$ cat config.mk
export PLATFORM = sky130hd
export DESIGN_NAME = wishbone_lsu_master_flat
export DESIGN_NICKNAME = d
export VERILOG_FILES = /design/src/rtl/pygmy_wb_pkg.sv /design/src/rtl/wishbone_lsu_master_if.sv /design/src/rtl/wb_lane_align.sv /design/src/rtl/wishbone_lsu_master.sv /design/src/flat_wrapper.sv
export SDC_FILE = /design/constraint.sdc
export NUM_CORES = 1
export LEC_CHECK = 0
export BUFFER_PORTS_ARGS = -buffer_cell sky130_fd_sc_hd__buf_2
export CAP_MARGIN = 10
export CORE_MARGIN = 1
export CORE_UTILIZATION = 45
export CTS_BUF_LIST = sky130_fd_sc_hd__clkbuf_8
export DETAILED_ROUTE_END_ITERATION = 10
export PLACE_DENSITY = 0.78
export SETUP_SLACK_MARGIN = 0.5
export SYNTH_ARGS = -nofsm -noshare
export SYNTH_HDL_FRONTEND = slang
export SYNTH_SLANG_ARGS = --single-unit
$ cat constraint.sdc
create_clock -name i_CLK -period 4.9 [get_ports i_CLK]
set_input_delay 0.735 -clock i_CLK [delete_from_list [all_inputs] [get_ports i_CLK]]
set_output_delay 0.735 -clock i_CLK [all_outputs]
set_load 0.1 [all_outputs]
$ cat src/rtl/pygmy_wb_pkg.sv
// Shared Wishbone master types: access size, master FSM state, byte-select width,
// plus helpers for size decoding and alignment checking.
package pygmy_wb_pkg;

    localparam int WB_SEL_WIDTH = 4;

    typedef enum logic [1:0] {
        SZ_BYTE = 2'd0,
        SZ_HALF = 2'd1,
        SZ_WORD = 2'd2
    } wb_size_t;

    typedef enum logic {
        WBM_IDLE = 1'b0,
        WBM_BUS  = 1'b1
    } wb_master_state_t;

    // Encoding 3 is folded onto word.
    function automatic wb_size_t wb_decode_size(input logic [1:0] sz);
        case (sz)
            2'd0:    return SZ_BYTE;
            2'd1:    return SZ_HALF;
            default: return SZ_WORD;
        endcase
    endfunction

    function automatic logic wb_misaligned(input wb_size_t sz, input logic [1:0] off);
        case (sz)
            SZ_HALF: return off[0];
            SZ_WORD: return |off;
            default: return 1'b0;
        endcase
    endfunction

endpackage

$ cat src/rtl/wishbone_lsu_master_if.sv
// Wishbone classic bus bundle between the LSU master and a responder.
// Signal names keep the master's point of view (o_* driven by master, i_* by responder).
interface wishbone_lsu_master_if
    import pygmy_wb_pkg::*;
#(
    parameter int DATA_WIDTH = 32,
    parameter int ADDR_WIDTH = 32
);
    logic [ADDR_WIDTH-1:0]   o_ADDR;
    logic [DATA_WIDTH-1:0]   o_DATA;
    logic [DATA_WIDTH-1:0]   i_DATA;
    logic                    o_WE;
    logic [WB_SEL_WIDTH-1:0] o_SEL;
    logic                    o_STB;
    logic                    o_CYC;
    logic                    i_ACK;
    logic                    i_TAGN;
    logic                    o_TAGN;

    modport master (
        output o_ADDR, o_DATA, o_WE, o_SEL, o_STB, o_CYC, o_TAGN,
        input  i_DATA, i_ACK, i_TAGN
    );

    modport slave (
        input  o_ADDR, o_DATA, o_WE, o_SEL, o_STB, o_CYC, o_TAGN,
        output i_DATA, i_ACK, i_TAGN
    );
endinterface

$ cat src/rtl/wb_lane_align.sv
// Combinational byte-lane steering: store SEL/data replication and load extract/extend.
// Only a 32-bit data path is supported.
module wb_lane_align
    import pygmy_wb_pkg::*;
#(
    parameter int DATA_WIDTH = 32
) (
    input  wb_size_t                w_size_i,
    input  logic [1:0]              w_off_i,
    input  logic [DATA_WIDTH-1:0]   wdata_i,
    output logic [WB_SEL_WIDTH-1:0] sel_o,
    output logic [DATA_WIDTH-1:0]   bus_wdata_o,
    input  wb_size_t                r_size_i,
    input  logic [1:0]              r_off_i,
    input  logic                    r_unsigned_i,
    input  logic [DATA_WIDTH-1:0]   bus_rdata_i,
    output logic [DATA_WIDTH-1:0]   rdata_o
);
    logic [DATA_WIDTH-1:0] shifted;

    always_comb begin
        sel_o       = '1;
        bus_wdata_o = wdata_i;
        case (w_size_i)
            SZ_BYTE: begin
                sel_o       = 4'b0001 << w_off_i;
                bus_wdata_o = {4{wdata_i[7:0]}};
            end
            SZ_HALF: begin
                sel_o       = 4'b0011 << w_off_i;
                bus_wdata_o = {2{wdata_i[15:0]}};
            end
            default: ;
        endcase
    end

    // Aligned words always have a zero offset, so the shifted value is the raw word.
    always_comb begin
        shifted = bus_rdata_i >> {r_off_i, 3'b000};
        case (r_size_i)
            SZ_BYTE: rdata_o = {{24{shifted[7]  & ~r_unsigned_i}}, shifted[7:0]};
            SZ_HALF: rdata_o = {{16{shifted[15] & ~r_unsigned_i}}, shifted[15:0]};
            default: rdata_o = shifted;
        endcase
    end
endmodule

$ cat src/rtl/wishbone_lsu_master.sv
// Wishbone classic-cycle initiator for the LSU: one byte/half/word access at a time.
// Optional ACK watchdog enabled by defining WB_TIMEOUT_EN.
module wishbone_lsu_master
    import pygmy_wb_pkg::*;
#(
    parameter int DATA_WIDTH     = 32,
    parameter int ADDR_WIDTH     = 32,
    parameter int TIMEOUT_CYCLES = 255
) (
    input  logic                  i_CLK,
    input  logic                  i_RST,
    input  logic                  i_REQ,
    input  logic                  i_WE,
    input  logic [1:0]            i_SIZE,
    input  logic                  i_UNSIGNED,
    input  logic [ADDR_WIDTH-1:0] i_ADDR,
    input  logic [DATA_WIDTH-1:0] i_WDATA,
    output logic [DATA_WIDTH-1:0] o_RDATA,
    output logic                  o_DONE,
    output logic                  o_ERR,
    output logic                  o_BUSY,
    wishbone_lsu_master_if.master wb
);
    wb_master_state_t        state_q, state_d;
    logic                    cyc_q, cyc_d;
    logic                    we_q, we_d;
    logic [ADDR_WIDTH-1:0]   addr_q, addr_d;
    logic [DATA_WIDTH-1:0]   data_q, data_d;
    logic [WB_SEL_WIDTH-1:0] sel_q, sel_d;
    logic                    done_q, done_d;
    logic                    err_q, err_d;
    logic [DATA_WIDTH-1:0]   rdata_q, rdata_d;
    wb_size_t                size_q, size_d;
    logic [1:0]              off_q, off_d;
    logic                    uns_q, uns_d;

    wb_size_t                req_size;
    logic [WB_SEL_WIDTH-1:0] steer_sel;
    logic [DATA_WIDTH-1:0]   steer_data;
    logic [DATA_WIDTH-1:0]   load_data;
    logic                    tmo_hit;
    logic                    unused_tagn;

    assign req_size    = wb_decode_size(i_SIZE);
    assign unused_tagn = wb.i_TAGN;

    wb_lane_align #(.DATA_WIDTH(DATA_WIDTH)) u_align (
        .w_size_i     (req_size),
        .w_off_i      (i_ADDR[1:0]),
        .wdata_i      (i_WDATA),
        .sel_o        (steer_sel),
        .bus_wdata_o  (steer_data),
        .r_size_i     (size_q),
        .r_off_i      (off_q),
        .r_unsigned_i (uns_q),
        .bus_rdata_i  (wb.i_DATA),
        .rdata_o      (load_data)
    );

`ifdef WB_TIMEOUT_EN
    logic [7:0] tmo_cnt_q, tmo_cnt_d;

    assign tmo_hit = (state_q == WBM_BUS) && (tmo_cnt_q == 8'(TIMEOUT_CYCLES - 1));

    // Held at zero while idle, so every BUS entry starts from a cleared count.
    always_comb begin
        tmo_cnt_d = tmo_cnt_q;
        if (state_q == WBM_IDLE)
            tmo_cnt_d = '0;
        else if (!wb.i_ACK && !tmo_hit)
            tmo_cnt_d = tmo_cnt_q + 8'd1;
    end

    always_ff @(posedge i_CLK or negedge i_RST) begin
        if (!i_RST) tmo_cnt_q <= '0;
        else        tmo_cnt_q <= tmo_cnt_d;
    end
`else
    assign tmo_hit = 1'b0;
`endif

    always_comb begin
        state_d = state_q;
        cyc_d   = cyc_q;
        we_d    = we_q;
        addr_d  = addr_q;
        data_d  = data_q;
        sel_d   = sel_q;
        done_d  = 1'b0;
        err_d   = 1'b0;
        rdata_d = rdata_q;
        size_d  = size_q;
        off_d   = off_q;
        uns_d   = uns_q;
        case (state_q)
            WBM_IDLE: begin
                if (i_REQ) begin
                    if (wb_misaligned(req_size, i_ADDR[1:0])) begin
                        done_d = 1'b1;
                        err_d  = 1'b1;
                    end else begin
                        state_d = WBM_BUS;
                        cyc_d   = 1'b1;
                        we_d    = i_WE;
                        addr_d  = i_ADDR;
                        data_d  = steer_data;
                        sel_d   = steer_sel;
                        size_d  = req_size;
                        off_d   = i_ADDR[1:0];
                        uns_d   = i_UNSIGNED;
                    end
                end
            end
            WBM_BUS: begin
                // ACK takes priority over a watchdog expiry in the same cycle.
                if (wb.i_ACK) begin
                    state_d = WBM_IDLE;
                    cyc_d   = 1'b0;
                    done_d  = 1'b1;
                    if (!we_q) rdata_d = load_data;
                end else if (tmo_hit) begin
                    state_d = WBM_IDLE;
                    cyc_d   = 1'b0;
                    done_d  = 1'b1;
                    err_d   = 1'b1;
                end
            end
            default: state_d = WBM_IDLE;
        endcase
    end

    always_ff @(posedge i_CLK or negedge i_RST) begin
        if (!i_RST) begin
            state_q <= WBM_IDLE;
            cyc_q   <= 1'b0;
            we_q    <= 1'b0;
            addr_q  <= '0;
            data_q  <= '0;
            sel_q   <= '0;
            done_q  <= 1'b0;
            err_q   <= 1'b0;
            rdata_q <= '0;
            size_q  <= SZ_BYTE;
            off_q   <= '0;
            uns_q   <= 1'b0;
        end else begin
            state_q <= state_d;
            cyc_q   <= cyc_d;
            we_q    <= we_d;
            addr_q  <= addr_d;
            data_q  <= data_d;
            sel_q   <= sel_d;
            done_q  <= done_d;
            err_q   <= err_d;
            rdata_q <= rdata_d;
            size_q  <= size_d;
            off_q   <= off_d;
            uns_q   <= uns_d;
        end
    end

    // CYC and STB are the same registered bit in a classic single-beat cycle.
    assign wb.o_CYC  = cyc_q;
    assign wb.o_STB  = cyc_q;
    assign wb.o_WE   = we_q;
    assign wb.o_ADDR = addr_q;
    assign wb.o_DATA = data_q;
    assign wb.o_SEL  = sel_q;
    assign wb.o_TAGN = 1'b0;
    assign o_RDATA   = rdata_q;
    assign o_DONE    = done_q;
    assign o_ERR     = err_q;
    assign o_BUSY    = (state_q == WBM_BUS);
endmodule
$ cat src/flat_wrapper.sv
// flat-port wrapper written by rule: the top's interface ports become plain ports
module wishbone_lsu_master_flat import pygmy_wb_pkg::*;
#(
    parameter int DATA_WIDTH     = 32,
    parameter int ADDR_WIDTH     = 32,
    parameter int TIMEOUT_CYCLES = 255
)
  (i_CLK, i_RST, i_REQ, i_WE, i_SIZE, i_UNSIGNED, i_ADDR, i_WDATA, o_RDATA, o_DONE, o_ERR, o_BUSY, wb_o_ADDR, wb_o_DATA, wb_o_WE, wb_o_SEL, wb_o_STB, wb_o_CYC, wb_o_TAGN, wb_i_DATA, wb_i_ACK, wb_i_TAGN);
  wishbone_lsu_master_if #(.DATA_WIDTH(DATA_WIDTH), .ADDR_WIDTH(ADDR_WIDTH)) wb_i ();
  input  logic i_CLK;
  input  logic i_RST;
  input  logic i_REQ;
  input  logic i_WE;
  input  logic [1:0] i_SIZE;
  input  logic i_UNSIGNED;
  input  logic [ADDR_WIDTH-1:0] i_ADDR;
  input  logic [DATA_WIDTH-1:0] i_WDATA;
  output logic [DATA_WIDTH-1:0] o_RDATA;
  output logic o_DONE;
  output logic o_ERR;
  output logic o_BUSY;
  output wire logic [$bits(wb_i.o_ADDR)-1:0] wb_o_ADDR;
  output wire logic [$bits(wb_i.o_DATA)-1:0] wb_o_DATA;
  output wire logic [$bits(wb_i.o_WE)-1:0] wb_o_WE;
  output wire logic [$bits(wb_i.o_SEL)-1:0] wb_o_SEL;
  output wire logic [$bits(wb_i.o_STB)-1:0] wb_o_STB;
  output wire logic [$bits(wb_i.o_CYC)-1:0] wb_o_CYC;
  output wire logic [$bits(wb_i.o_TAGN)-1:0] wb_o_TAGN;
  input wire logic [$bits(wb_i.i_DATA)-1:0] wb_i_DATA;
  input wire logic [$bits(wb_i.i_ACK)-1:0] wb_i_ACK;
  input wire logic [$bits(wb_i.i_TAGN)-1:0] wb_i_TAGN;
  assign wb_o_ADDR = wb_i.o_ADDR;
  assign wb_o_DATA = wb_i.o_DATA;
  assign wb_o_WE = wb_i.o_WE;
  assign wb_o_SEL = wb_i.o_SEL;
  assign wb_o_STB = wb_i.o_STB;
  assign wb_o_CYC = wb_i.o_CYC;
  assign wb_o_TAGN = wb_i.o_TAGN;
  assign wb_i.i_DATA = wb_i_DATA;
  assign wb_i.i_ACK = wb_i_ACK;
  assign wb_i.i_TAGN = wb_i_TAGN;
  wishbone_lsu_master #(.DATA_WIDTH(DATA_WIDTH), .ADDR_WIDTH(ADDR_WIDTH), .TIMEOUT_CYCLES(TIMEOUT_CYCLES)) u_core (.i_CLK(i_CLK), .i_RST(i_RST), .i_REQ(i_REQ), .i_WE(i_WE), .i_SIZE(i_SIZE), .i_UNSIGNED(i_UNSIGNED), .i_ADDR(i_ADDR), .i_WDATA(i_WDATA), .o_RDATA(o_RDATA), .o_DONE(o_DONE), .o_ERR(o_ERR), .o_BUSY(o_BUSY), .wb(wb_i));
endmodule
* Word level (Yosys, flattened, before mapping) *
Cells that the tools add are included.

storage, ports and cells
  register bits = 110
  output and inout port bits = 107

operators by class
  equality and inequality tests = 7
  shift-type cells = 3
  multiplexer cells = 20
  bitwise logic cells = 6
  reduce and logical (&&, ||, !) cells = 7

operators with widths
  operator             number
  $pmux 32 s2          2
  $shr 32x5->32        1
  $mux 1               11
  $pmux 1 s2           5
  $reduce_and 3->1     3
  $pmux 4 s2           1
  $eq 2x1->1 const B   3
  $logic_not 2->1      3
  $ne 2x2->1 const B   3
  $not 1->1            4
  $pmux 2 s2           1
  $shl 1x2->4 const A  1
  $shl 2x2->4 const A  1
  $and 1x1->1          2
  $eq 2x2->1 const B   1
  $reduce_or 2->1      1

* Longest topological paths before layout *
Gate-level depths: netlist of the first run.

  depth after elaboration = 9
  depth in mapped cells = 7
  depth with buffers taken out = 4

* Modules after synthesis *
From an unflattened synthesis of the first run, not the netlist that was laid out.

unflattened totals
  cell total of the unflattened synthesis = 421
  area total of the unflattened synthesis = 5584.1 µm²

by module, submodules not included
  module               times used  cells an instance  area each (µm²)
  wishbone_lsu_master  1           256                4354.2
  wb_lane_align        1           165                1229.9

* Worst setup path after synthesis of the first run *
Ideal clock, no wire load.

  path kind = flip-flop to flip-flop
  from = register u_core.wb.o_ADDR[1] (netlist name)
  to = register u_core.rdata_q[24] (netlist: u_core.o_RDATA[24])
  library setup time = 126 ps
  arrival = 2299 ps
  setup slack = 2475 ps
  stages on the path, launching flop included = 6
  buffers on the path = 1
  clock period less this slack = 2425 ps
  cell sequence = dfrtp_1 > mux4_2 > or2_1 > and3_4 > buf_6 > a221o_1

RTL lines
  what                  line                        text
  to (signal assigned)  wishbone_lsu_master.sv:155  rdata_q <= rdata_d;
  to (decl)             wishbone_lsu_master.sv:32   logic [DATA_WIDTH-1:0] rdata_q, rdata_d;

* Worst setup path in the final report of the first run *
  from = register u_core.state_q (netlist: u_core.o_BUSY)
  to = register u_core.data_q[24] (netlist: u_core.wb.o_DATA[24])

on the way
  cells in the longest elaborated chain, start to end = 2

RTL lines
  what                        line                        text
  from (decl)                 wishbone_lsu_master.sv:24   wb_master_state_t state_q, state_d;
  from (signal assigned)      wishbone_lsu_master.sv:147  state_q <= state_d;
  $not 1->1 (no line)         n/a
  $reduce_and 3->1 (no line)  n/a
  to (signal assigned)        wishbone_lsu_master.sv:151  data_q <= data_d;
  to (decl)                   wishbone_lsu_master.sv:28   logic [DATA_WIDTH-1:0] data_q, data_d;

No other way between the ends.
A chain may end at the register's enable or synchronous reset.

==> impl_metrics.py, run 1 <==
metrics = {
    "critical_path": {
        "arrival_ns": 2.68,
        "reg2reg_from": "u_core.o_BUSY$_DFF_PN0_",
        "r2r_setup_slack_ns": 2.48,
        "crit_chain": "nor2b_1, nand3_4, a221o_1",
        "critPathKind": "flip-flop to flip-flop",
        "r2r.worst_path.cells": 3,
        "endpoint_kind": "flip-flop",
        "critPathMaxFanout": 96,
        "critPathRequiredTime_ns": 5.16,
        "timing.rr.end": "u_core.wb.o_DATA[24]$_DFFE_PN0P_",
        "slowest_stage": "nand3_4",
        "worstSetupStartpointType": "flip-flop",
        "crit_path_max_incr_delay_ns": 0.85,
    },
    "status": {
        "status": "finished clean",
    },
    "place": {
        "dp_hpwl_um": 9550,
        "port_buffers": 209,
        "gp_congestion": 0.929,
    },
    "synthesis": {
        "postSynth.asyncResetShare_pct": 100,
        "synthesis.instances": 438,
        "ys_ff_latch": 108,
        "syn_area_um2": 4930,
        "synth_ff_type": "dfrtp_1",
        "synth_nets": 543,
        "ys_seq_area_share_pct": 54.8,
        "synth_edf_count": 0,
        "synthDistinctLibCells": 38,
        "synth_warnings": 0,
        "avgSynthCellArea_um2": 11.3,
    },
    "sta": {
        "worstMarginPinSlew_ns": 1.06,
        "finClkSkew_ns": 0.00645,
        "setup-tns-final_ns": 0,
        "relSlewSlack_pct": 29.2,
        "finalHoldViolCount": 0,
        "post-route-period-util_pct": 49.4,
        "rsz0062_at_grt": "false",
        "setup_viol": 0,
        "max_freq_mhz": 413,
        "slew_violations": 0,
        "period_needed_ns": 2.42,
    },
    "route": {
        "viasPerCell": 5.44,
        "avgRoutedWirePerCell_um": 16.9,
        "drtAntennaViolNets": 0,
        "first_pass_iters": 4,
        "drcViolationCount": 0,
        "wl_um": 13100,
        "drt_iter0_markers": 256,
        "vias": 4204,
    },
    "grt": {
        "grt_usage_pct": 23.1,
        "grt_pass1_wl_um": 20600,
        "grt_max_degree": 97,
        "grt_antenna_before_repair": 0,
        "grt-ovfl-total": 0,
        "grt_pass1_vias": 4116,
    },
    "floorplanning": {
        "io_pins": 212,
        "fp.dieH_um": 107,
        "num_rows": 37,
        "core-area_um2": 10500,
        "dieWidth_um": 107,
        "die_area_um2": 11400,
        "initial_core_util_pct": 47.2,
    },
    "final_layout": {
        "layout_commonest_cell": "buf_2",
        "n_antenna_cell": 0,
        "drive_above_1_share_pct": 45.2,
        "final_cell_mix": "buf_2, dfrtp_1, mux2_2",
        "area_delta_synth_final_pct": 26.6,
        "nNetsFinal": 737,
    },
    "clock_network": {
        "clockRootBuffer": "clkbuf_8",
        "clock-sinks": 108,
        "htreeDepth": 3,
        "ctsHoldBuffers": 0,
        "path_clk_slew_ns": 0.11,
        "clockBufferDepth": 2,
        "cts_setup_buffers": 0,
        "post_cts_resized": 0,
        "cts_buffers": 9,
        "worstSkewPairLatency_ns": 0.37,
        "cts_tree": "done",
    },
    "hold_path": {
        "hp-class": "primary input to asynchronous set/reset pin",
    },
    "run": {
        "max_cap_viol_count": 0,
    },
}
==> flip-flops by register name, indices dropped and copies added, names as in the netlist <==
name              cells
u_core.uns_q          1
u_core.o_RDATA       32
u_core.o_BUSY         1
u_core.o_ERR          1
u_core.wb.o_SEL       4
u_core.wb.o_DATA     32
u_core.size_q         2
u_core.o_DONE         1
u_core.wb.o_CYC       1
u_core.wb.o_ADDR     32
u_core.wb.o_WE        1
==> Yosys cell counts (2+ instances only) <==
| master | number | area share (%) |
|---|---|---|
| nor2b_1 | 3 | 0.38 |
| a21oi_1 | 22 | 2.2 |
| and2_1 | 7 | 0.89 |
| nand2_1 | 38 | 2.9 |
| a221o_1 | 12 | 2.4 |
| clkbuf_1 | 13 | 0.99 |
| buf_2 | 11 | 1.1 |
| nor3_1 | 7 | 0.71 |
| nand2b_1 | 3 | 0.38 |
| o211ai_1 | 3 | 0.46 |
| dfrtp_1 | 108 | 55 |
| or2_2 | 2 | 0.25 |
| inv_1 | 2 | 0.15 |
| mux2i_1 | 34 | 6.9 |
| buf_6 | 3 | 0.68 |
| a22oi_1 | 8 | 1.2 |
| o21ai_0 | 48 | 4.9 |
| a21o_1 | 2 | 0.30 |
| nor2_1 | 27 | 2.1 |
| nand3_1 | 17 | 1.7 |
| buf_4 | 2 | 0.30 |
| mux2_2 | 50 | 11 |
==> cells by family after synthesis <==
logic type,count (synthesis),synth area share [%]
and+or+nand+nor,111,10.5
DFF,108,54.8
AOI/OAI and AO/OA,99,12.1
muxes,85,18.8
buffers and inverters,33,3.58
xor gates and xnor gates,1,0.178
other,1,0.0760
==> worst max-delay path: cells and delay by family (launching register included) <==
kind,cells,cell delay [ns]
compound gates,1,0.64
flops,1,0.46
simple gates,2,1.18
==> area by class of cell <==
type / instances / area (µm²)
clock buffers: 9 / 124
clock inverters: 7 / 81.3
fillers: 926 / 4220
inverters: 2 / 7.51
multi-input cells: 297 / 2070
flip-flops and latches: 108 / 2700
well taps: 136 / 170
repair buffers: 214 / 1090
==> per-layer routing <==
metal / up-vias / track usage [%] / routed length [µm]
met5: - / 0 / 0
met4: 0 / 8.32 / 231
met3: 17 / 5.35 / 1000
met2: 179 / 38.8 / 6360
met1: 2063 / 29.3 / 5480
li1: 1945 / - / -
==> stage by stage <==
step	std cells	worst slack (ns)	utilization [%]	hold slack, ns	instance area [µm²]
6_report	773	2.48	59.7	0.447	6240
5_1_grt	773	2.23	59.7	0.505	6240
4_1_cts	773	2.46	59.7	0.480	6240
3_5_place_dp	757	2.08	57.7	0.469	6040
3_3_place_gp	757	2.15	57.7	0.460	6040
2_1_floorplan	438	2.47	-	0.439	4930
==> worst max path at each step <==
stage / start / to / cells past startpoint
after floorplan: u_core.wb.o_ADDR[1]$_DFFE_PN0P_ / u_core.o_RDATA[24]$_DFFE_PN0P_ / 5
after global placement: i_REQ / u_core.wb.o_DATA[26]$_DFFE_PN0P_ / 4
after detailed placement: i_REQ / u_core.wb.o_DATA[24]$_DFFE_PN0P_ / 4
after CTS: u_core.o_BUSY$_DFF_PN0_ / u_core.wb.o_DATA[24]$_DFFE_PN0P_ / 3
after global routing: u_core.o_BUSY$_DFF_PN0_ / u_core.wb.o_DATA[19]$_DFFE_PN0P_ / 4
final: u_core.o_BUSY$_DFF_PN0_ / u_core.wb.o_DATA[24]$_DFFE_PN0P_ / 3
Power of run 1 is not shown: default switching activity piles up to over one toggle a cycle in this logic, so the estimate is an artifact.
==> inputs of run 2 (changes only) <==
--- a/config.mk
+++ b/config.mk
@@ -11,7 +11,7 @@
 export CORE_UTILIZATION = 45
 export CTS_BUF_LIST = sky130_fd_sc_hd__clkbuf_8
 export DETAILED_ROUTE_END_ITERATION = 10
-export PLACE_DENSITY = 0.78
+export PLACE_DENSITY = 0.81
 export SETUP_SLACK_MARGIN = 0.5
 export SYNTH_ARGS = -nofsm -noshare
 export SYNTH_HDL_FRONTEND = slang
==> constraint.sdc (replaced) <==
create_clock -name i_CLK -period 2.1 [get_ports i_CLK]
set_input_delay 0.315 -clock i_CLK [delete_from_list [all_inputs] [get_ports i_CLK]]
set_output_delay 0.315 -clock i_CLK [all_outputs]
set_load 0.1 [all_outputs]
==> impl_metrics.py, run 2 (synthesis results as in run 1) <==
metrics = {
    "critical_path": {
        "crit_chain": "mux4_2, or2_4, and3_4, a221o_1",
        "arrival_ns": 2.05,
        "crit_path_max_incr_delay_ns": 0.50,
        "slowest_stage": "mux4_2",
        "cp_num_buf_inv": 0,
        "critPathRequiredTime_ns": 2.35,
        "endpoint_kind": "flip-flop",
        "critPathKind": "flip-flop to flip-flop",
        "reg2reg_from": "u_core.wb.o_ADDR[1]$_DFFE_PN0P_",
        "crit_family": "multiplexers",
        "critPathMaxFanout": 8,
        "worstSetupStartpointType": "flip-flop",
        "crit_path_start": "u_core.wb.o_ADDR[1]$_DFFE_PN0P_",
    },
    "clock_network": {
        "cts_buffers": 9,
        "path_clk_slew_ns": 0.10,
        "clockBufferDepth": 2,
        "cts_tree": "done",
        "worstSkewPairLatency_ns": 0.37,
        "clock-sinks": 108,
        "htreeDepth": 3,
        "clockRootBuffer": "clkbuf_8",
    },
    "sta": {
        "post-route-period-util_pct": 85.3,
        "finalHoldViolCount": 27,
        "period_needed_ns": 1.79,
        "finClkSkew_ns": 0.00950,
        "worstMarginPinSlew_ns": 0.600,
        "whs_ns": -0.0289,
        "setup_viol": 0,
        "max_freq_mhz": 558,
        "setup-tns-final_ns": 0,
        "rsz0062_at_grt": "true",
        "slew_violations": 0,
        "relSlewSlack_pct": 60.0,
    },
    "grt": {
        "grt_max_degree": 109,
        "grt-ovfl-total": 0,
        "grt_pass1_vias": 4213,
        "grt_pass1_wl_um": 20700,
        "grt_usage_pct": 23.7,
        "grt_antenna_before_repair": 0,
    },
    "final_layout": {
        "n_antenna_cell": 0,
        "nNetsFinal": 750,
        "area_delta_synth_final_pct": 33.4,
        "fillCellCount": 877,
        "layout_commonest_cell": "buf_2",
        "final_cell_mix": "buf_2, dfrtp_1, mux2_2",
        "drive_above_1_share_pct": 50.6,
    },
    "floorplanning": {
        "dieWidth_um": 107,
        "initial_core_util_pct": 47.2,
        "io_pins": 212,
        "die_area_um2": 11400,
        "core-area_um2": 10500,
        "fp.dieH_um": 107,
        "num_rows": 37,
    },
    "run": {
        "max_cap_viol_count": 0,
    },
    "route": {
        "avgRoutedWirePerCell_um": 17.3,
        "drt_iter0_markers": 244,
        "viasPerCell": 5.42,
        "wl_um": 13600,
        "drcViolationCount": 0,
        "vias": 4258,
        "drtAntennaViolNets": 0,
        "first_pass_iters": 4,
    },
    "place": {
        "gp_congestion": 0.881,
        "port_buffers": 209,
        "dp_hpwl_um": 9920,
    },
    "status": {
        "status": "complete, but fails checks",
        "violations": "hold timing",
    },
    "hold_path": {
        "hp-class": "primary input to asynchronous set/reset pin",
    },
}
## run 2: worst paths after layout
check | endpoint | slack [ns] | cells after the start
worst max register to register | u_core.o_RDATA[24]$_DFFE_PN0P_ | 0.31 | 4
worst max-delay path | u_core.o_RDATA[24]$_DFFE_PN0P_ | 0.31 | 4
worst min register to register | u_core.o_RDATA[6]$_DFFE_PN0P_ | 0.49 | 2
min in group i_CLK | u_core.wb.o_ADDR[30]$_DFFE_PN0P_ | 0.17 | 2
worst min-delay path | u_core.wb.o_DATA[30]$_DFFE_PN0P_ | -0.03 | 2
max in group asynchronous | u_core.wb.o_DATA[23]$_DFFE_PN0P_ | 1.64 | 2
## run 2: routing by layer
layer	GRT usage (%)	wire length, µm
met2	40.7	6690
met1	28.0	5490
met3	5.78	1050
met5	0	0
met4	11.0	329
## run 2: area by class of cell
cell class              instances  area [µm²]  share of cell area (%)
well taps                     136         170                    2.59
inverters                       2        7.51                   0.114
repair buffers                227        1240                    18.9
clock buffers                  12         165                    2.51
multi-input cells             297        2210                    33.5
clock inverters                 4        71.3                    1.08
flip-flops and latches        108        2720                    41.3
## run 2: worst reg2reg max path, delay by kind of cell (launching register included)
kind            cells  cell delay, ns
flops               1            0.46
compound gates      1            0.27
mux                 1            0.50
simple gates        2            0.44
## run 2: metrics by stage
step	worst slack (ns)	util, %	cell area (µm²)	std cells
4_1_cts	0.304	61.3	6410	782
3_3_place_gp	0.303	58.7	6140	764
2_1_floorplan	0.0843	-	5000	438
3_5_place_dp	0.244	58.7	6140	764
6_report	0.308	62.9	6580	786
5_1_grt	0.259	62.9	6580	786
## run 2: what timing repair did
action / CTS / global route
gates cloned: 0 / 0
setup buffers: 2 / 4
pin swaps: 1 / 2
hold buffers: 0 / 0
endpoints found under the setup margin: 27 / 34
resized for setup: 7 / 31
Power of run 2 is left out for the same reason.
